## src/rtl/shift_sequencer.sv

```systemverilog
// Shift sequencer: drives single-bit shift strobes into an external register.
// Optional abort port is compiled in with SHIFT_SEQUENCER_ABORT_EN.
//
// state | meaning
// IDLE  | waiting for start
// SHIFT | one strobe per cycle, counter counts down the remaining steps
// DONE  | one-cycle completion pulse, start may be accepted again here
module shift_sequencer #(
  parameter int DATA_WIDTH = 16,
  parameter int AMT_WIDTH  = 4
) (
  input  logic                 clk,
  input  logic                 rst,
  input  logic                 start,
  input  logic [1:0]           op,
  input  logic [AMT_WIDTH-1:0] amount,
`ifdef SHIFT_SEQUENCER_ABORT_EN
  input  logic                 abort,
`endif
  input  logic                 reg_msb,
  output logic                 sr,
  output logic                 ir,
  output logic                 sl,
  output logic                 il,
  output logic                 busy,
  output logic                 done
);

  typedef enum logic [1:0] {IDLE, SHIFT, DONE} state_e;
  typedef enum logic [1:0] {OP_SHL, OP_SHR, OP_SAR, OP_ROL} op_e;

  if (DATA_WIDTH < 1 || AMT_WIDTH < 1) begin : g_param_check
    $error("shift_sequencer: DATA_WIDTH and AMT_WIDTH must be positive");
  end

  state_e               state_q, state_d;
  op_e                  op_q, op_d;
  logic [AMT_WIDTH-1:0] cnt_q, cnt_d;
  logic                 sr_q, sr_d, sl_q, sl_d;
  logic                 abort_req;

`ifdef SHIFT_SEQUENCER_ABORT_EN
  assign abort_req = abort;
`else
  assign abort_req = 1'b0;
`endif

  always_comb begin
    state_d = state_q;
    op_d    = op_q;
    cnt_d   = cnt_q;
    sr_d    = 1'b0;
    sl_d    = 1'b0;
    case (state_q)
      IDLE, DONE: begin
        if (start) begin
          op_d = op_e'(op);
          if (amount == '0) begin
            state_d = DONE;
          end else begin
            state_d = SHIFT;
            cnt_d   = amount;
          end
        end else begin
          state_d = IDLE;
        end
      end
      SHIFT: begin
        if (abort_req) begin
          state_d = IDLE;
          cnt_d   = '0;
        end else if (cnt_q <= AMT_WIDTH'(1)) begin
          // last step: counter lands on 0 and never wraps
          state_d = DONE;
          cnt_d   = '0;
        end else begin
          cnt_d = cnt_q - 1'b1;
        end
      end
      default: state_d = IDLE;
    endcase
    // strobes are registered so they line up with the SHIFT cycles
    if (state_d == SHIFT) begin
      sl_d = (op_d == OP_SHL) || (op_d == OP_ROL);
      sr_d = !sl_d;
    end
  end

  always_ff @(posedge clk) begin
    if (rst) begin
      state_q <= IDLE;
      op_q    <= OP_SHL;
      cnt_q   <= '0;
      sr_q    <= 1'b0;
      sl_q    <= 1'b0;
    end else begin
      state_q <= state_d;
      op_q    <= op_d;
      cnt_q   <= cnt_d;
      sr_q    <= sr_d;
      sl_q    <= sl_d;
    end
  end

  assign sr   = sr_q;
  assign sl   = sl_q;
  assign ir   = sr_q && (op_q == OP_SAR) && reg_msb;
  assign il   = sl_q && (op_q == OP_ROL) && reg_msb;
  assign busy = (state_q == SHIFT);
  assign done = (state_q == DONE);

endmodule

```

## config.mk

```make
export PLATFORM = sky130hd
export DESIGN_NAME = shift_sequencer
export DESIGN_NICKNAME = d
export VERILOG_FILES = /design/src/rtl/shift_sequencer.sv
export SDC_FILE = /design/constraint.sdc
export NUM_CORES = 1
export LEC_CHECK = 0
export ABC_AREA = 1
export BUFFER_PORTS_ARGS = -buffer_cell sky130_fd_sc_hd__buf_2
export CELL_PAD_IN_SITES_DETAIL_PLACEMENT = 1
export CELL_PAD_IN_SITES_GLOBAL_PLACEMENT = 2
export CORE_MARGIN = 2
export CORE_UTILIZATION = 25
export DETAILED_ROUTE_END_ITERATION = 7
export PLACE_DENSITY = 0.84
export SETUP_SLACK_MARGIN = 0.4
export SYNTH_ARGS = -nofsm -noshare
export SYNTH_HDL_FRONTEND = slang
export SYNTH_SLANG_ARGS = --single-unit
```

## constraint.sdc

```tcl
create_clock -name clk -period 1.4 [get_ports clk]
set_input_delay 0.07 -clock clk [delete_from_list [all_inputs] [get_ports clk]]
set_output_delay 0.07 -clock clk [all_outputs]
set_load 0.01 [all_outputs]
```

# Yosys cells after proc, flatten, opt, wreduce, memory -nomap -nowiden
# Cells that the tools add are included.
op_classes:
  bitwise: 1
  reduce_logical: 13
  n_eq_ne: 8
  muxes: 10
  n_addsub: 1
  n_lt_le_gt_ge: 1
op_table:
  columns: ["cell", "count"]
  rows:
  - ["4-bit 2-to-1 mux", 3]
  - ["2-bit 2-to-1 mux", 5]
  - ["2-bit equality test (second input constant)", 4]
  - ["4-bit case mux with 2 select lines", 1]
  - ["2-bit by 1-bit equality test with 1-bit output (second input constant)", 2]
  - ["4-bit by 1-bit <= comparator with 1-bit output (second input constant)", 1]
  - ["1-bit logical AND", 4]
  - ["2-bit zero test", 2]
  - ["4-bit zero test", 1]
  - ["2-bit != test (second input constant)", 2]
  - ["2-bit case mux with 2 select lines", 1]
  - ["2-bit OR reduction", 2]
  - ["4-bit by 1-bit subtractor with 4-bit output (second input constant)", 1]
  - ["3-bit AND reduction", 1]
  - ["2-bit nonzero test", 1]
  - ["1-bit zero test", 1]
  - ["1-bit logical OR", 1]
  - ["1-bit NOT", 1]
word_totals:
  input_bits: 10
  reg_bits: 10
  wordCells: 39
  output_inout_bits: 6

# Logic depth before layout (Yosys ltp)
# Gate-level depths: netlist of run 1.
logic_depth:
  ltp_word: 7
  mapped_depth: 8

# Worst setup path before layout of run 1
# Ideal clock, no wire load.
synth_path:
  path_kind: "reg2reg"
  from: "register cnt_q[0]"
  to: "register sl_q (netlist: sl)"
  required_ns: 1.336
  synth_period_minus_slack_ns: 1.167
  path_stages_with_launch: 8
  path_buffers: 0
  arrival_time_ns: 1.103
  setup_slack_ns: 0.233
  path_cell_list: "dfxtp_1 -> inv_1 -> ha_1 -> o21ai_1 -> nand2_1 -> nand2_1 -> nand2_2 -> nor2_1"
synth_between:
  elab_chain_len: 6
synth_lines:
  columns: ["item", "line", "source"]
  rows:
  - ["start: declaration", "38", "logic [AMT_WIDTH-1:0] cnt_q, cnt_d;"]
  - ["start signal: assignment", "99", "cnt_q <= cnt_d;"]
  - ["4-bit by 1-bit <= comparator with 1-bit output", "72", "end else if (cnt_q <= AMT_WIDTH'(1)) begin"]
  - ["2-bit 2-to-1 mux", "72", null]
  - ["2-bit case mux with 2 select lines", "54", "case (state_q)"]
  - ["2-bit by 1-bit equality test with 1-bit output", "83", "if (state_d == SHIFT) begin"]
  - ["1-bit NOT (no line)", null, null]
  - ["2-bit OR reduction (no line)", null, null]
  - ["end signal: assignment", "101", "sl_q <= sl_d;"]
  - ["end: declaration", "39", "logic sr_q, sr_d, sl_q, sl_d;"]
# Every way passes these cells.
# A chain may end at the register's enable or synchronous reset.

# Worst setup path after layout of run 1
layout_path:
  from: "register cnt_q[0]"
  to: "register cnt_q[1]"
layout_between:
  elab_chain_len: 3
layout_lines:
  columns: ["item", "line"]
  rows:
  - ["4-bit by 1-bit subtractor with 4-bit output or 4-bit by 1-bit <= comparator with 1-bit output (tied branches)", "77, 72"]
  - ["4-bit 2-to-1 mux *", "72"]
  - ["4-bit case mux with 2 select lines *", "54"]
# Every way passes the cells marked *; elsewhere a longest branch is shown, timed or not.

==> results of run 1 <==
-- layout make-up --
cell class / instances / area share
Multi-Input combinational cell: 71 / 0.468
Timing Repair Buffer: 20 / 0.143
Sequential cell: 10 / 0.245
Tap cell: 28 / 0.0399
Clock buffer: 4 / 0.0414
Inverter: 14 / 0.0628
-- repair_timing --
item,in CTS,in global routing
hold endpoints to repair,3,0
endpoints found under the setup margin,12,12
buffers inserted,2,2
gates resized for setup,6,19
pin swaps,2,8
gates cloned,0,0
hold buffers,1,0
-- cells in the mapped netlist (all sizes together) --
library cell  instances
ha                    2
nand3                 7
a21oi                 1
inv                  14
dfxtp                10
o21ai                 3
nand2                32
xnor2                 1
nand3b                1
nor2                 24
-- routing by layer --
metal  up-vias  global-route usage  part of all wire
li1        333                   -                 -
met1       302               0.156              0.45
met2        10               0.225              0.50
met3         5              0.0171             0.019
met4         0              0.0897             0.030
met5         -                   0                 0
-- state kept, by name, summed over array words and instances, names as in the netlist --
register	count
cnt_q	4
sl	1
sr	1
op_q	2
state_q	2
-- worst reg2reg max path, delay by kind of cell (launching register included) --
kind | cells | cell delay, ns
and+or+nand+nor | 4 | 0.33
AOI/OAI and AO/OA | 1 | 0.18
DFF | 1 | 0.37
buffers and inverters | 1 | 0.04
adders and majority gates | 1 | 0.16
-- power groups by stage --
stage	combinational (mW)	clock [mW]	sequential (mW)
finish	0.373	0.279	0.354
global route	0.423	0.301	0.358
CTS	0.322	0.283	0.348
detailed placement	0.291	0	0.352
global placement	0.280	0	0.350
floorplan	0.213	0	0.349
-- worst max-delay path by stage --
stage / startpoint / to / slack (ns) / cells after the start
CTS: cnt_q[0] / sr / 0.25 / 7
finish: cnt_q[0] / cnt_q[1] / 0.24 / 7
floorplan: cnt_q[1] / sl / 0.38 / 7
global route: cnt_q[0] / cnt_q[1] / 0.14 / 7
detailed placement: cnt_q[0] / sr / 0.26 / 7
global placement: cnt_q[1] / cnt_q[3] / 0.28 / 7
-- cells by family (layout without fill, tap and decap cells) --
| logic type | count (synthesis) | count (layout) | share of synthesized area |
|---|---|---|---|
| AND/OR/NAND/NOR | 64 | 64 | 0.472 |
| buffers and inverters | 14 | 38 | 0.0884 |
| flip-flops | 10 | 10 | 0.337 |
| AO/OA/AOI/OAI | 4 | 4 | 0.0463 |
| adder cells (fa/ha/maj) | 2 | 2 | 0.0421 |
| XOR/XNOR | 1 | 1 | 0.0147 |
==> run metrics, run 1 <==
setup ws final=0.245 ns; CTS Sinks=10; CP most frequent cell=nor2_1; average cell area after synthesis=6.26 um^2; max cap viols=0; Die H=52.8 um; unrepaired setup endpoints after global routing=yes; Hold Crit Start=op[0]; Starting Density=0.266; core area=0.00223 mm^2; sequential fraction of design power=0.352; worst vdd ir=539 uV; initial antenna violation count=0; worst skew pair latency=0.29 ns; Routed WL=1.72 mm; RR Endpoint=cnt_q[1]; CTS H-tree lvls=1; multi-input logic area=410 um^2; largest net degree at the start of global routing=10; Sw Ratio=0.361; Min Hold Slack=0.0867 ns; Fmax=866 MHz; total leakage power=0.454 nW; Least-Margin Pin Slew=0.273 ns; most frequent cells in the layout=26 x nand2_1, 18 x nor2_1, 14 x buf_2; Crit Path Class=flip-flop to flip-flop; YS warnings=0; crit path cell chain=inv_4 -> ha_4 -> o21ai_4 -> nand2_4 -> nor2_2 -> nor2_1 -> nor2_1; WP data arrival=1.36 ns; storage element area=215 um^2; dpl hpwl=1.24 mm; commonest non-fill, non-tap cell in the layout=nand2_1; Post-layout nets=132; DRC viols=0; Buffers & Inverters on Critical Path=1; Worst R2R Start=cnt_q[0]; clock transition at the registers of the reported paths=0.08 ns; Synth cell types=15; die area=0.00278 mm^2; Worst Hold Path Cells=3; Iter 0 DRT Violations=0; share of the synthesized area in the top cell type=0.337; Layout fillers=294; Hold Fails Final Rpt=0; Clock power frac=0.277; Post-Syn Nets=107; worst min path class=input pin to flip-flop; CP max stage cell=dfxtp_4; crit-path max FO=5; Top Ports=16; wire per inst=11.7 um; Clock Path Buffers=2; first-pass GRT wire length=2.68 mm; Worst Setup Start Kind=flip-flop; Antenna Cells=0; Max-Slew Margin vs Limit=0.817; P_sw=363 uW; Largest delay share family, worst path=flip-flops; mapped cell area=594 um^2; die width=52.8 um; leading post-synthesis cells by cell area=dfxtp_1 34%, nand2_1 18%, nor2_1 15%; final number of max-transition violations=0; Vias/cell=4.42; layout cells sized above 1=0.487; clock tree root driver cell=clkbuf_4; via count=650; DRT antenna net count=0; Final TNS setup=0 ns; slowest cell delay on critical path=0.37 ns; Non-Filler Instances=147; cell-internal power=642 uW; R2R depth=7; outcome=complete, no violations; global router's overall resource usage=0.134; post-route minimum period=1.16 ns; Final Cycle Share=0.825; post-synth top area cell=dfxtp_1; Gate power share=0.371; Placement Cell Area=728 um^2; CP required=1.61 ns; r2r setup slk=0.24 ns; final std cell area, no fill=877 um^2; pre-CTS setup slack=0.257 ns; Yosys reg bits=10; utilization after layout=0.393; Rows=17; Area growth, synth to finish=47.6%; Finish-stage setup viols=0; register area share after synthesis=0.337; final global-route overflow total=0; Inserted Clock Buffers=3; crit end category=flip-flop; Hold EP=op_q[0]; Placer Congestion=0.737; clock skew=0.0124 ns; IO buf count=15; CTS tree=built; DRT Pass-1 Iters=1; Pwr per Cell Area=1150 mW/mm^2; placed cell count=138; number of global-route vias before repair=650; total power=1.01 mW; Mapped Cells=95
No activity file was read; power rests on OpenSTA's default activity.
==> inputs of run 2 (changes only) <==
ABC_AREA = 0   (was 1)
CORE_UTILIZATION = 28   (was 25)
clock period = 1.16 ns   (was 1.4 ns; I/O delays follow)
==> run metrics, run 2 <==
Hold Fails Final Rpt=0 (unchanged); outcome=finished, violations left (was complete, no violations); Die H=48.1 um (was 52.8 um); Starting Density=0.306 (was 0.266); Inserted Clock Buffers=3 (unchanged); WP data arrival=1.43 ns (was 1.36 ns); Post-layout nets=104 (was 132); Fmax=799 MHz (was 866 MHz); Post-synth EDFFs=0 (unchanged); worst skew pair latency=0.27 ns (was 0.29 ns); leading cell type by number of instances after synthesis=dfxtp_1 (was nand2_1); post-synth top area cell=dfxtp_1 (unchanged); top post-synthesis cells by count=10 x dfxtp_1, 6 x a21oi_1, 4 x nand2_1, 4 x nor2_1, 3 x inv_1 (was 28 x nand2_1, 23 x nor2_1, 10 x dfxtp_1, 10 x inv_1, 7 x nand3_1); storage element area=215 um^2 (unchanged); clock transition at the registers of the reported paths=0.07 ns (was 0.08 ns); Top Ports=16 (unchanged); gr busiest metal=met2 (unchanged); via count=554 (was 650); leading post-synthesis cells by cell area=dfxtp_1 37%, a21oi_1 5.5%, nand2b_4 5.0% (was dfxtp_1 34%, nand2_1 18%, nor2_1 15%); dpl hpwl=1.15 mm (was 1.24 mm); max FFs per register=4 (unchanged); Area growth, synth to finish=66.1% (was 47.6%); crit end category=flip-flop (unchanged); die area=0.00232 mm^2 (was 0.00278 mm^2); crit-path max FO=4 (was 5); Rows=15 (was 17); Least-Margin Pin Slew=0.296 ns (was 0.273 ns); DRT antenna net count=0 (unchanged); Clock Path Buffers=2 (unchanged); clock tree root driver cell=clkbuf_4 (unchanged); GR met2 Demand/Resource=0.268 (was 0.225); multi-input logic area=400 um^2 (was 410 um^2); DRT Pass-1 Iters=4 (was 1); ys async rst share=0 (unchanged); initial antenna violation count=0 (unchanged); M3 GR Usage=0.0667 (was 0.0171); first-pass GRT wire length=2.52 mm (was 2.68 mm); Pwr per Cell Area=1270 mW/mm^2 (was 1150 mW/mm^2); register area share after synthesis=0.367 (was 0.337); IO buf count=15 (unchanged); commonest non-fill, non-tap cell in the layout=buf_4 (was nand2_1); failing checks=setup timing; Largest regs=cnt_q (4), op_q (2), state_q (2) (unchanged); Yosys reg bits=10 (unchanged); most frequent cells in the layout=13 x buf_4, 12 x buf_2, 6 x dfxtp_2 (was 26 x nand2_1, 18 x nor2_1, 14 x buf_2); Max-Slew Margin vs Limit=0.801 (was 0.817); mapped cell area=546 um^2 (was 594 um^2); YS warnings=0 (unchanged); clock skew=0.00434 ns (was 0.0124 ns); wire per inst=13.5 um (was 11.7 um); layout cells sized above 1=0.648 (was 0.487); utilization after layout=0.508 (was 0.393); Mapped Cells=59 (was 95); global router's overall resource usage=0.165 (was 0.134); Worst Setup Start Kind=flip-flop (unchanged); largest net degree at the start of global routing=9 (was 10); register name with the most flops=cnt_q (unchanged); CTS tree=built (unchanged); post-route minimum period=1.25 ns (was 1.16 ns); average cell area after synthesis=9.25 um^2 (was 6.26 um^2); Synth Flop Type=dfxtp_1 (unchanged); Final Cycle Share=1.08 (was 0.825); number of global-route vias before repair=527 (was 650); Antenna Cells=0 (unchanged); CTS Sinks=10 (unchanged); Finish-stage setup viols=7 (was 0); final global-route overflow total=0 (unchanged); setup ws final=-0.0909 ns (was 0.245 ns); Crit Path Class=flip-flop to flip-flop (unchanged); Synth cell types=31 (was 15); share of the synthesized area in the top cell type=0.367 (was 0.337); worst vdd ir=867 uV (was 539 uV); max cap viols=0 (unchanged); Vias/cell=4.78 (was 4.42); die width=48.1 um (was 52.8 um); DRC viols=0 (unchanged); CTS H-tree lvls=1 (unchanged); Routed WL=1.56 mm (was 1.72 mm); unrepaired setup endpoints after global routing=yes (unchanged); worst min path class=input pin to flip-flop (unchanged); total leakage power=0.381 nW (was 0.454 nW); Layout fillers=210 (was 294); core area=0.00178 mm^2 (was 0.00223 mm^2); Placer Congestion=0.791 (was 0.737); grt met1 use=0.199 (was 0.156); Min Hold Slack=0.0409 ns (was 0.0867 ns); Final TNS setup=-0.341 ns (was 0 ns); Iter 0 DRT Violations=8 (was 0); final number of max-transition violations=0 (unchanged); CP required=1.33 ns (was 1.61 ns); Post-Syn Nets=71 (was 107)
run 2: cell families (layout without fill, tap and decap cells):
| kind of cell | Yosys count | after routing | synth area share |
|---|---|---|---|
| flip-flops | 10 | 10 | 0.367 |
| buffers and inverters | 5 | 37 | 0.0367 |
| adder cells (fa/ha/maj) | 2 | 2 | 0.0459 |
| AND/OR/NAND/NOR | 23 | 23 | 0.291 |
| AO/OA/AOI/OAI | 16 | 16 | 0.211 |
| XOR/XNOR | 3 | 3 | 0.0482 |
run 2: layout make-up:
cell class,instances,share of cell area
Multi-Input combinational cell,44,0.442
Sequential cell,10,0.238
Timing Repair Buffer,29,0.224
Clock buffer,4,0.0401
Tap cell,25,0.0345
Inverter,4,0.0221
run 2: layer usage:
metal | vias to the layer above | part of all wire
met5 | - | 0
met4 | 0 | 0.016
met3 | 4 | 0.045
met2 | 14 | 0.51
met1 | 257 | 0.43
li1 | 279 | -
run 2: path summary, 6_finish.rpt:
path	end	slack, ns	cells after the start	start
max	cnt_q[1]	-0.09	6	cnt_q[0]
min	op_q[1]	0.04	3	op[1]
max reg2reg	cnt_q[1]	-0.09	6	cnt_q[0]
min reg2reg	op_q[0]	0.48	2	op_q[0]
run 2: worst max-delay path, stage by stage, from the launching register on:
cell	delay (ns)
dfxtp_4	0.38
inv_2	0.05
ha_4	0.16
nor2_4	0.11
o31ai_4	0.09
o21a_1	0.20
a311oi_2	0.19
run 2: power breakdown:
part / switching, mW / internal, mW
logic: 0.187 / 0.216
clock network: 0.125 / 0.191
registers: 0.0444 / 0.383
run 2: repair_timing:
action / 4_1_cts / 5_1_grt
gates cloned: 0 / 0
gates resized for setup: 13 / 4
pin swaps: 4 / 2
setup endpoints to repair: 16 / 16
hold buffers: 0 / 0
buffers inserted: 4 / 1
run 2: stage by stage:
stage                     total power [mW]  setup slack [ns]  cells  cell area [um^2]
after global routing                  1.21            -0.191    116               906
after floorplan                      0.632           -0.0215     59               606
after detailed placement             0.765            -0.134    107               774
after CTS                             1.14            -0.112    115               887
final                                 1.15           -0.0909    116               906
after global placement               0.756            -0.108    107               774
